## src/rtl/matrix_entry_if.sv

```systemverilog
// Bundles the raw operator inputs and the cleaned entry outputs of the matrix entry front end.
// The master side is the switch/button source; the slave side is the front end itself.
interface matrix_entry_if;
    logic       btn;
    logic [1:0] sw_x;
    logic [1:0] sw_y;
    logic       clear;
    logic       enter;
    logic [1:0] X;
    logic [1:0] Y;
    logic       dup;
    logic       full;
    logic [3:0] entry_cnt;

    modport master (
        output btn, sw_x, sw_y, clear,
        input  enter, X, Y, dup, full, entry_cnt
    );

    modport slave (
        input  btn, sw_x, sw_y, clear,
        output enter, X, Y, dup, full, entry_cnt
    );
endinterface

```

## src/rtl/matrix_entry_frontend.sv

```systemverilog
// Synchronizes and debounces a push-button plus X/Y switches into single-cycle entry pulses,
// rejecting coordinates already seen this session and stopping once the session quota is met.
module matrix_entry_frontend #(
    parameter int DEBOUNCE_CYCLES = 4,
    parameter int MAX_ENTRIES     = 5
) (
    input  logic          clk,
    input  logic          rst_n,
    matrix_entry_if.slave bus
);

    localparam int               DEB_W   = $clog2(DEBOUNCE_CYCLES + 1);
    localparam logic [DEB_W-1:0] DEB_MAX = DEB_W'(DEBOUNCE_CYCLES);
    localparam logic [3:0]       CNT_MAX = 4'(MAX_ENTRIES);

    typedef enum logic [1:0] {
        RELEASED  = 2'd0,
        PRESSING  = 2'd1,
        PRESSED   = 2'd2,
        RELEASING = 2'd3
    } state_e;

    logic             btn_m_q, btn_s_q;
    logic [1:0]       x_m_q, x_s_q;
    logic [1:0]       y_m_q, y_s_q;
    state_e           state_q, state_d;
    logic [DEB_W-1:0] deb_cnt_q, deb_cnt_d, deb_inc;
    logic             press_acc;
    logic             enter_q, enter_d;
    logic             dup_q, dup_d;
    logic [1:0]       x_q, y_q;
    logic [15:0]      seen_q;
    logic [3:0]       cnt_q;
    logic [3:0]       idx;
    logic             full;

    // Two-flop synchronizers on every raw asynchronous input.
    always_ff @(posedge clk or negedge rst_n) begin
        if (!rst_n) begin
            btn_m_q <= 1'b0;
            btn_s_q <= 1'b0;
            x_m_q   <= '0;
            x_s_q   <= '0;
            y_m_q   <= '0;
            y_s_q   <= '0;
        end else begin
            btn_m_q <= bus.btn;
            btn_s_q <= btn_m_q;
            x_m_q   <= bus.sw_x;
            x_s_q   <= x_m_q;
            y_m_q   <= bus.sw_y;
            y_s_q   <= y_m_q;
        end
    end

    always_ff @(posedge clk or negedge rst_n) begin
        if (!rst_n) begin
            state_q   <= RELEASED;
            deb_cnt_q <= '0;
        end else begin
            state_q   <= state_d;
            deb_cnt_q <= deb_cnt_d;
        end
    end

    assign deb_inc = deb_cnt_q + DEB_W'(1);

    always_comb begin
        state_d   = state_q;
        deb_cnt_d = deb_cnt_q;
        unique case (state_q)
            RELEASED: begin
                if (btn_s_q) begin
                    deb_cnt_d = DEB_W'(1);
                    state_d   = (DEBOUNCE_CYCLES == 1) ? PRESSED : PRESSING;
                end
            end
            PRESSING: begin
                if (!btn_s_q) begin
                    deb_cnt_d = '0;
                    state_d   = RELEASED;
                end else begin
                    deb_cnt_d = deb_inc;
                    if (deb_inc == DEB_MAX) state_d = PRESSED;
                end
            end
            PRESSED: begin
                if (!btn_s_q) begin
                    // A single-sample debounce releases at once, mirroring the press path.
                    if (DEBOUNCE_CYCLES == 1) begin
                        deb_cnt_d = '0;
                        state_d   = RELEASED;
                    end else begin
                        deb_cnt_d = DEB_W'(1);
                        state_d   = RELEASING;
                    end
                end
            end
            RELEASING: begin
                if (btn_s_q) begin
                    deb_cnt_d = '0;
                    state_d   = PRESSED;
                end else if (deb_inc == DEB_MAX) begin
                    deb_cnt_d = '0;
                    state_d   = RELEASED;
                end else begin
                    deb_cnt_d = deb_inc;
                end
            end
            default: begin
                deb_cnt_d = '0;
                state_d   = RELEASED;
            end
        endcase
    end

    assign idx  = {y_s_q, x_s_q};
    assign full = (cnt_q == CNT_MAX);

    // Acceptance only on entry into PRESSED from the press side; clear and quota both veto it.
    always_comb begin
        press_acc = (state_d == PRESSED) &&
                    ((state_q == PRESSING) || (state_q == RELEASED));
        enter_d   = press_acc && !bus.clear && !full && !seen_q[idx];
        dup_d     = press_acc && !bus.clear && !full &&  seen_q[idx];
    end

    always_ff @(posedge clk or negedge rst_n) begin
        if (!rst_n) begin
            enter_q <= 1'b0;
            dup_q   <= 1'b0;
            x_q     <= '0;
            y_q     <= '0;
            seen_q  <= '0;
            cnt_q   <= '0;
        end else begin
            enter_q <= enter_d;
            dup_q   <= dup_d;
            if (bus.clear) begin
                seen_q <= '0;
                cnt_q  <= '0;
            end else if (enter_d) begin
                seen_q <= seen_q | (16'd1 << idx);
                cnt_q  <= cnt_q + 4'd1;
                x_q    <= x_s_q;
                y_q    <= y_s_q;
            end
        end
    end

    assign bus.enter     = enter_q;
    assign bus.dup       = dup_q;
    assign bus.X         = x_q;
    assign bus.Y         = y_q;
    assign bus.full      = full;
    assign bus.entry_cnt = cnt_q;

endmodule

```

## src/flat_wrapper.sv

```systemverilog
// flat-port wrapper written by rule: the top's interface ports become plain ports
module matrix_entry_frontend_flat 
#(
    parameter int DEBOUNCE_CYCLES = 4,
    parameter int MAX_ENTRIES     = 5
)
  (clk, rst_n, bus_btn, bus_sw_x, bus_sw_y, bus_clear, bus_enter, bus_X, bus_Y, bus_dup, bus_full, bus_entry_cnt);
  matrix_entry_if bus_i ();
  input  logic clk;
  input  logic rst_n;
  input wire logic [$bits(bus_i.btn)-1:0] bus_btn;
  input wire logic [$bits(bus_i.sw_x)-1:0] bus_sw_x;
  input wire logic [$bits(bus_i.sw_y)-1:0] bus_sw_y;
  input wire logic [$bits(bus_i.clear)-1:0] bus_clear;
  output wire logic [$bits(bus_i.enter)-1:0] bus_enter;
  output wire logic [$bits(bus_i.X)-1:0] bus_X;
  output wire logic [$bits(bus_i.Y)-1:0] bus_Y;
  output wire logic [$bits(bus_i.dup)-1:0] bus_dup;
  output wire logic [$bits(bus_i.full)-1:0] bus_full;
  output wire logic [$bits(bus_i.entry_cnt)-1:0] bus_entry_cnt;
  assign bus_i.btn = bus_btn;
  assign bus_i.sw_x = bus_sw_x;
  assign bus_i.sw_y = bus_sw_y;
  assign bus_i.clear = bus_clear;
  assign bus_enter = bus_i.enter;
  assign bus_X = bus_i.X;
  assign bus_Y = bus_i.Y;
  assign bus_dup = bus_i.dup;
  assign bus_full = bus_i.full;
  assign bus_entry_cnt = bus_i.entry_cnt;
  matrix_entry_frontend #(.DEBOUNCE_CYCLES(DEBOUNCE_CYCLES), .MAX_ENTRIES(MAX_ENTRIES)) u_core (.clk(clk), .rst_n(rst_n), .bus(bus_i));
endmodule
```

## config.mk

```make
export PLATFORM = sky130hd
export DESIGN_NAME = matrix_entry_frontend_flat
export DESIGN_NICKNAME = d
export VERILOG_FILES = /design/src/rtl/matrix_entry_if.sv /design/src/rtl/matrix_entry_frontend.sv /design/src/flat_wrapper.sv
export SDC_FILE = /design/constraint.sdc
export NUM_CORES = 1
export LEC_CHECK = 0
export ABC_AREA = 1
export CORE_MARGIN = 10
export CORE_UTILIZATION = 30
export CTS_CLUSTER_SIZE = 28
export DETAILED_ROUTE_END_ITERATION = 8
export HOLD_SLACK_MARGIN = 0.06
export RECOVER_POWER = 100
export SKIP_LAST_GASP = 1
export SYNTH_ARGS = -nofsm -noshare
export SYNTH_HDL_FRONTEND = slang
export SYNTH_SLANG_ARGS = --single-unit
```

## constraint.sdc

```tcl
create_clock -name clk -period 3.1 [get_ports clk]
set_input_delay 0.62 -clock clk [delete_from_list [all_inputs] [get_ports clk]]
set_output_delay 0.62 -clock clk [all_outputs]
set_load 0.05 [all_outputs]
```

Word level (Yosys, flattened, before mapping)
Cells that the tools add are included.
{"block": "word_totals", "word_cells": 60, "regBits": 41}
{"block": "classes", "bitwise": 2, "eq_ne": 8, "n_shift": 1, "n_mux": 19, "reduce_logical": 13, "addsub": 2, "n_lt_le_gt_ge": 1}
{"cell": "$mux 16", "n": 2}
{"cell": "$or 16x16->16", "n": 1}
{"cell": "$shl 1x4->16 const A", "n": 1}
{"cell": "$mux 3", "n": 5}
{"cell": "$mux 2", "n": 6}
{"cell": "$pmux 3 s4", "n": 1}
{"cell": "$mux 4", "n": 2}
{"cell": "$pmux 2 s4", "n": 1}
{"cell": "$eq 2x2->1 const B", "n": 3}
{"cell": "$logic_and 1x1->1", "n": 5}
{"cell": "$lt 4x5->1 const B", "n": 1}
{"cell": "$add 4x1->4 const B", "n": 1}
{"cell": "$bmux 1 s4", "n": 1}
{"cell": "$eq 4x3->1 const B", "n": 1}
{"cell": "$reduce_and 2->1", "n": 2}
{"cell": "$add 3x1->3 const B", "n": 1}
{"cell": "$eq 3x3->1 const B", "n": 1}
{"cell": "$logic_not 1->1", "n": 3}
{"cell": "$eq 2x1->1 const B", "n": 1}
{"cell": "$logic_not 2->1", "n": 1}
{"cell": "$ne 2x1->1 const B", "n": 1}
{"cell": "$ne 2x2->1 const B", "n": 1}
{"cell": "$reduce_bool 2->1", "n": 1}
{"cell": "$logic_or 1x1->1", "n": 1}
{"cell": "2 further kinds", "n": 2}

Longest topological paths before layout
{"block": "logic_depth", "word_depth": 12, "depth_mapped": 11}

Worst setup path before layout
Ideal clock, no wire load.
{"block": "synth_path", "path_kind": "reg2out", "from": "register u_core.cnt_q[0], in the netlist u_core.bus.entry_cnt[0]", "to": "output port bus_full", "t_arrival_ns": 1.275, "setup_slack_ns": 1.205, "n_path_buf": 0, "path_stages_with_launch": 4, "path_cell_list": "dfrtp_1 ha_1 nand2_1 inv_1"}
{"block": "synth_between", "elab_chain_len": 1}
{"element": "from (decl)", "line": "matrix_entry_frontend.sv:33", "rtl": "logic [3:0] cnt_q;"}
{"element": "from (signal assigned)", "line": "matrix_entry_frontend.sv:144", "rtl": "cnt_q <= cnt_q + 4'd1;"}
{"element": "$eq 4x3->1", "line": "matrix_entry_frontend.sv:118", "rtl": "assign full = (cnt_q == CNT_MAX);"}
{"element": "to (decl)", "line": "flat_wrapper.sv:19", "rtl": "output wire logic [$bits(bus_i.full)-1:0] bus_full;"}
No other way between the ends.

Final worst setup path
{"block": "layout_path", "from": "register u_core.cnt_q[1], in the netlist u_core.bus.entry_cnt[1]", "to": "output port bus_full"}
Same word-level chain as after synthesis.

==> flow_summary.ini <==
[clock_tree]
ctsHtreeMaxLevel = 2
clk_sinks = 41
cts_tree = built
cts_resized = 0
cts_hold_repair.buffers = 0
root_buffer = sky130_fd_sc_hd__clkbuf_8
post-cts-setup-buffer-count = 0
cts.clk_slew.worst_paths_ns = 0.08
clockBufferDepth = 2
worstSkewPairLatency_ns = 0.29
cts_inserted_buffers = 5

[timing]
holdWs_ns = 0.350
rsz_0062_raised_after_global_routing = false
fin_crit_ns = 2.56
worst_slew_margin_rel_pct = -45.6
fin_skew_ns = 0.00977
slew_violations = 42
setup_tns_ns = 0
max_slew.worst_pin.slew_ns = 2.18
final_hold_viol_count = 0
fmax_ghz = 0.390
report.final.setup_viol = 0
period_utilisation_layout_pct = 82.6

[final_layout]
fin_area_um2 = 2330
layout_area_growth_over_synthesis_pct = 14.6
post_route_cells_drive_above_1_share_pct = 4.64
fillCellCount = 695
antenna_cells = 0
final_net_count = 291
layout.cells.most_common = sky130_fd_sc_hd__nand2_1
most-common-layout-cells = sky130_fd_sc_hd__nand2_1, sky130_fd_sc_hd__dfrtp_1, sky130_fd_sc_hd__nand3_1

[synthesis]
synth_fp_nets = 273
synthFlopType = sky130_fd_sc_hd__dfrtp_1
yosys_register_bits = 41
post-synth-top-area-fraction_pct = 50.4
yosysWarnings = 0
synth_seq_area_share_pct = 50.4
share_of_synthesized_flip_flops_with_an_asynchronous_set_or_reset_pct = 100
yosys.cell_types.count = 21
synthesis.area_um2 = 2030
postSynthAreaPerCell_um2 = 7.79
top_area_cells_in_the_synthesized_netlist = sky130_fd_sc_hd__dfrtp_1, sky130_fd_sc_hd__nand2_1, sky130_fd_sc_hd__nand3_1
synth_largest_area_cell = sky130_fd_sc_hd__dfrtp_1
post_synthesis_instance_total = 261
number_of_synthesized_flops_with_an_enable_pin = 0

[power_and_ir_drop]
power_per_cell_area_nw_per_um2 = 511
power_leakage_nw = 1.18
worst_ir_drop_vdd_mv = 0.150
total_power_mw = 1.19

[route]
viasPerCell = 4.68
remaining_drc_errors = 0
drt-pass1-iter-count = 4
route.final.wire_length_mm = 4.36
drt.antenna.violating_nets = 0
detailedRoute.firstIterationViolations = 127
vias = 1669
avgRoutedWirePerCell_um = 12.2

[global_routing]
antenna_found_initial = 0
grt_use_total_pct = 9.13
grt_pass1_wl_mm = 7.84
grt_pass1_vias = 1707
globalRouteOverflowTotal = 0
grt_max_degree = 42

[floorplan]
floorplan.core_area_um2 = 6460
die-width_um = 102
initial_utilization_pct = 31.5
fp.dieArea_um2 = 10500
boundaryPins = 19
die_height_um = 102
number_of_rows_in_the_core_area = 29

[worst_setup_path]
timing.critical_path.arrival_ns = 1.94
timing.reg2reg.setup_slack_ns = 0.63
critPathCaptureType = output port
critical_path_peak_fanout = 5
crit_type = reg -> out
timing.critical_path.required_ns = 2.48
reg2reg_from = u_core.x_s_q[0]
worst_r2r_endpoint = u_core.seen_q[9]
worstSetupStartpointType = register
reg2reg_depth = 10

[worst_hold_path]
holdCritPathClass = reg -> reg
hold_depth = 0
min-delay-start = u_core.y_m_q[0]
min_to = u_core.y_s_q[0]

[placed_design]
gp_congestion = 0.863
detailed_place.area_um2 = 2260
hpwl_reported_at_the_end_of_detailed_placement_mm = 2.97
port_buffers = 18

[status]
failing_checks = capacitance limit, slew limit
outcome = finished with violations

[job]
maxCapViolations = 1
cell usage after synthesis, types with 2 or more instances:
library cell / n
sky130_fd_sc_hd__nand3_2: 3
sky130_fd_sc_hd__a21oi_1: 18
sky130_fd_sc_hd__o21ai_0: 13
sky130_fd_sc_hd__inv_1: 24
sky130_fd_sc_hd__nand3_1: 28
sky130_fd_sc_hd__nor2_1: 25
sky130_fd_sc_hd__nand2_1: 87
sky130_fd_sc_hd__buf_2: 4
sky130_fd_sc_hd__buf_6: 3
sky130_fd_sc_hd__xnor2_1: 2
sky130_fd_sc_hd__dfrtp_1: 41
sky130_fd_sc_hd__ha_1: 4
cell type report:
type	count	area (µm²)	area share, %
Inverter	26	97.6	4.19
Clock buffer	6	72.6	3.11
Tap cell	77	96.3	4.13
Clock inverter	2	10.0	0.429
Sequential cell	41	1030	44.0
Multi-Input combinational cell	184	832	35.7
Timing Repair Buffer	21	196	8.43
cell families (layout without fill, tap and decap cells):
kind of cell	Yosys count	after routing	share of synthesized area, %
adder cells (fa/ha/maj)	4	4	2.46
AND/OR/NAND/NOR	145	145	29.6
buffers and inverters	36	55	8.18
XOR/XNOR	3	3	1.29
flip-flops	41	41	50.4
AO/OA/AOI/OAI	32	32	8.00
power by group:
part | internal (mW) | switching [mW]
clock | 0.156 | 0.180
sequential | 0.587 | 0.0510
combinational | 0.0780 | 0.139
total | 0.821 | 0.369
per-stage QoR:
stage,instances,worst slack [ns],utilization (%)
2_1_floorplan,261,1.21,-
3_3_place_gp,349,0.796,35.0
3_5_place_dp,349,0.743,35.0
4_1_cts,357,0.599,36.3
5_1_grt,357,0.293,36.1
6_report,357,0.538,36.1
per-layer routing:
layer  wire, µm  track usage (%)  share of wire (%)
met5          0                0                  0
met4         30             2.49               0.69
met3        237             2.97                5.4
met2       2050             15.0                 47
met1       2040             11.2                 47
how the worst max path moves through the flow:
| stage | start | endpoint | slack, ns | depth (start not counted) |
|---|---|---|---|---|
| 6_report | u_core.bus.entry_cnt[1] | bus_full | 0.54 | 5 |
| 5_1_grt | u_core.x_s_q[0] | u_core.seen_q[2] | 0.29 | 10 |
| 4_1_cts | u_core.bus.entry_cnt[1] | bus_full | 0.60 | 5 |
| 3_5_place_dp | bus_clear | u_core.seen_q[9] | 0.74 | 8 |
| 3_3_place_gp | bus_clear | u_core.seen_q[2] | 0.80 | 8 |
| 2_1_floorplan | u_core.bus.entry_cnt[0] | bus_full | 1.21 | 3 |
registers in the layout (all words and copies together), names as in the netlist:
name,cells
u_core.bus.Y,2
u_core.y_s_q,2
u_core.btn_m_q,1
u_core.btn_s_q,1
u_core.bus.enter,1
u_core.bus.dup,1
u_core.x_m_q,2
u_core.seen_q,16
u_core.bus.entry_cnt,4
u_core.state_q,2
u_core.y_m_q,2
u_core.bus.X,2
u_core.x_s_q,2
u_core.deb_cnt_q,3
critical path, cell delays in order, from the launching register on:
cell and delay [ns]:
sky130_fd_sc_hd__dfrtp_1 0.44, sky130_fd_sc_hd__inv_1 0.08, sky130_fd_sc_hd__ha_1 0.13, sky130_fd_sc_hd__nand2_1 0.06, sky130_fd_sc_hd__inv_1 0.07, sky130_fd_sc_hd__dlygate4sd3_1 0.87
No activity file was read; power rests on OpenSTA's default activity.
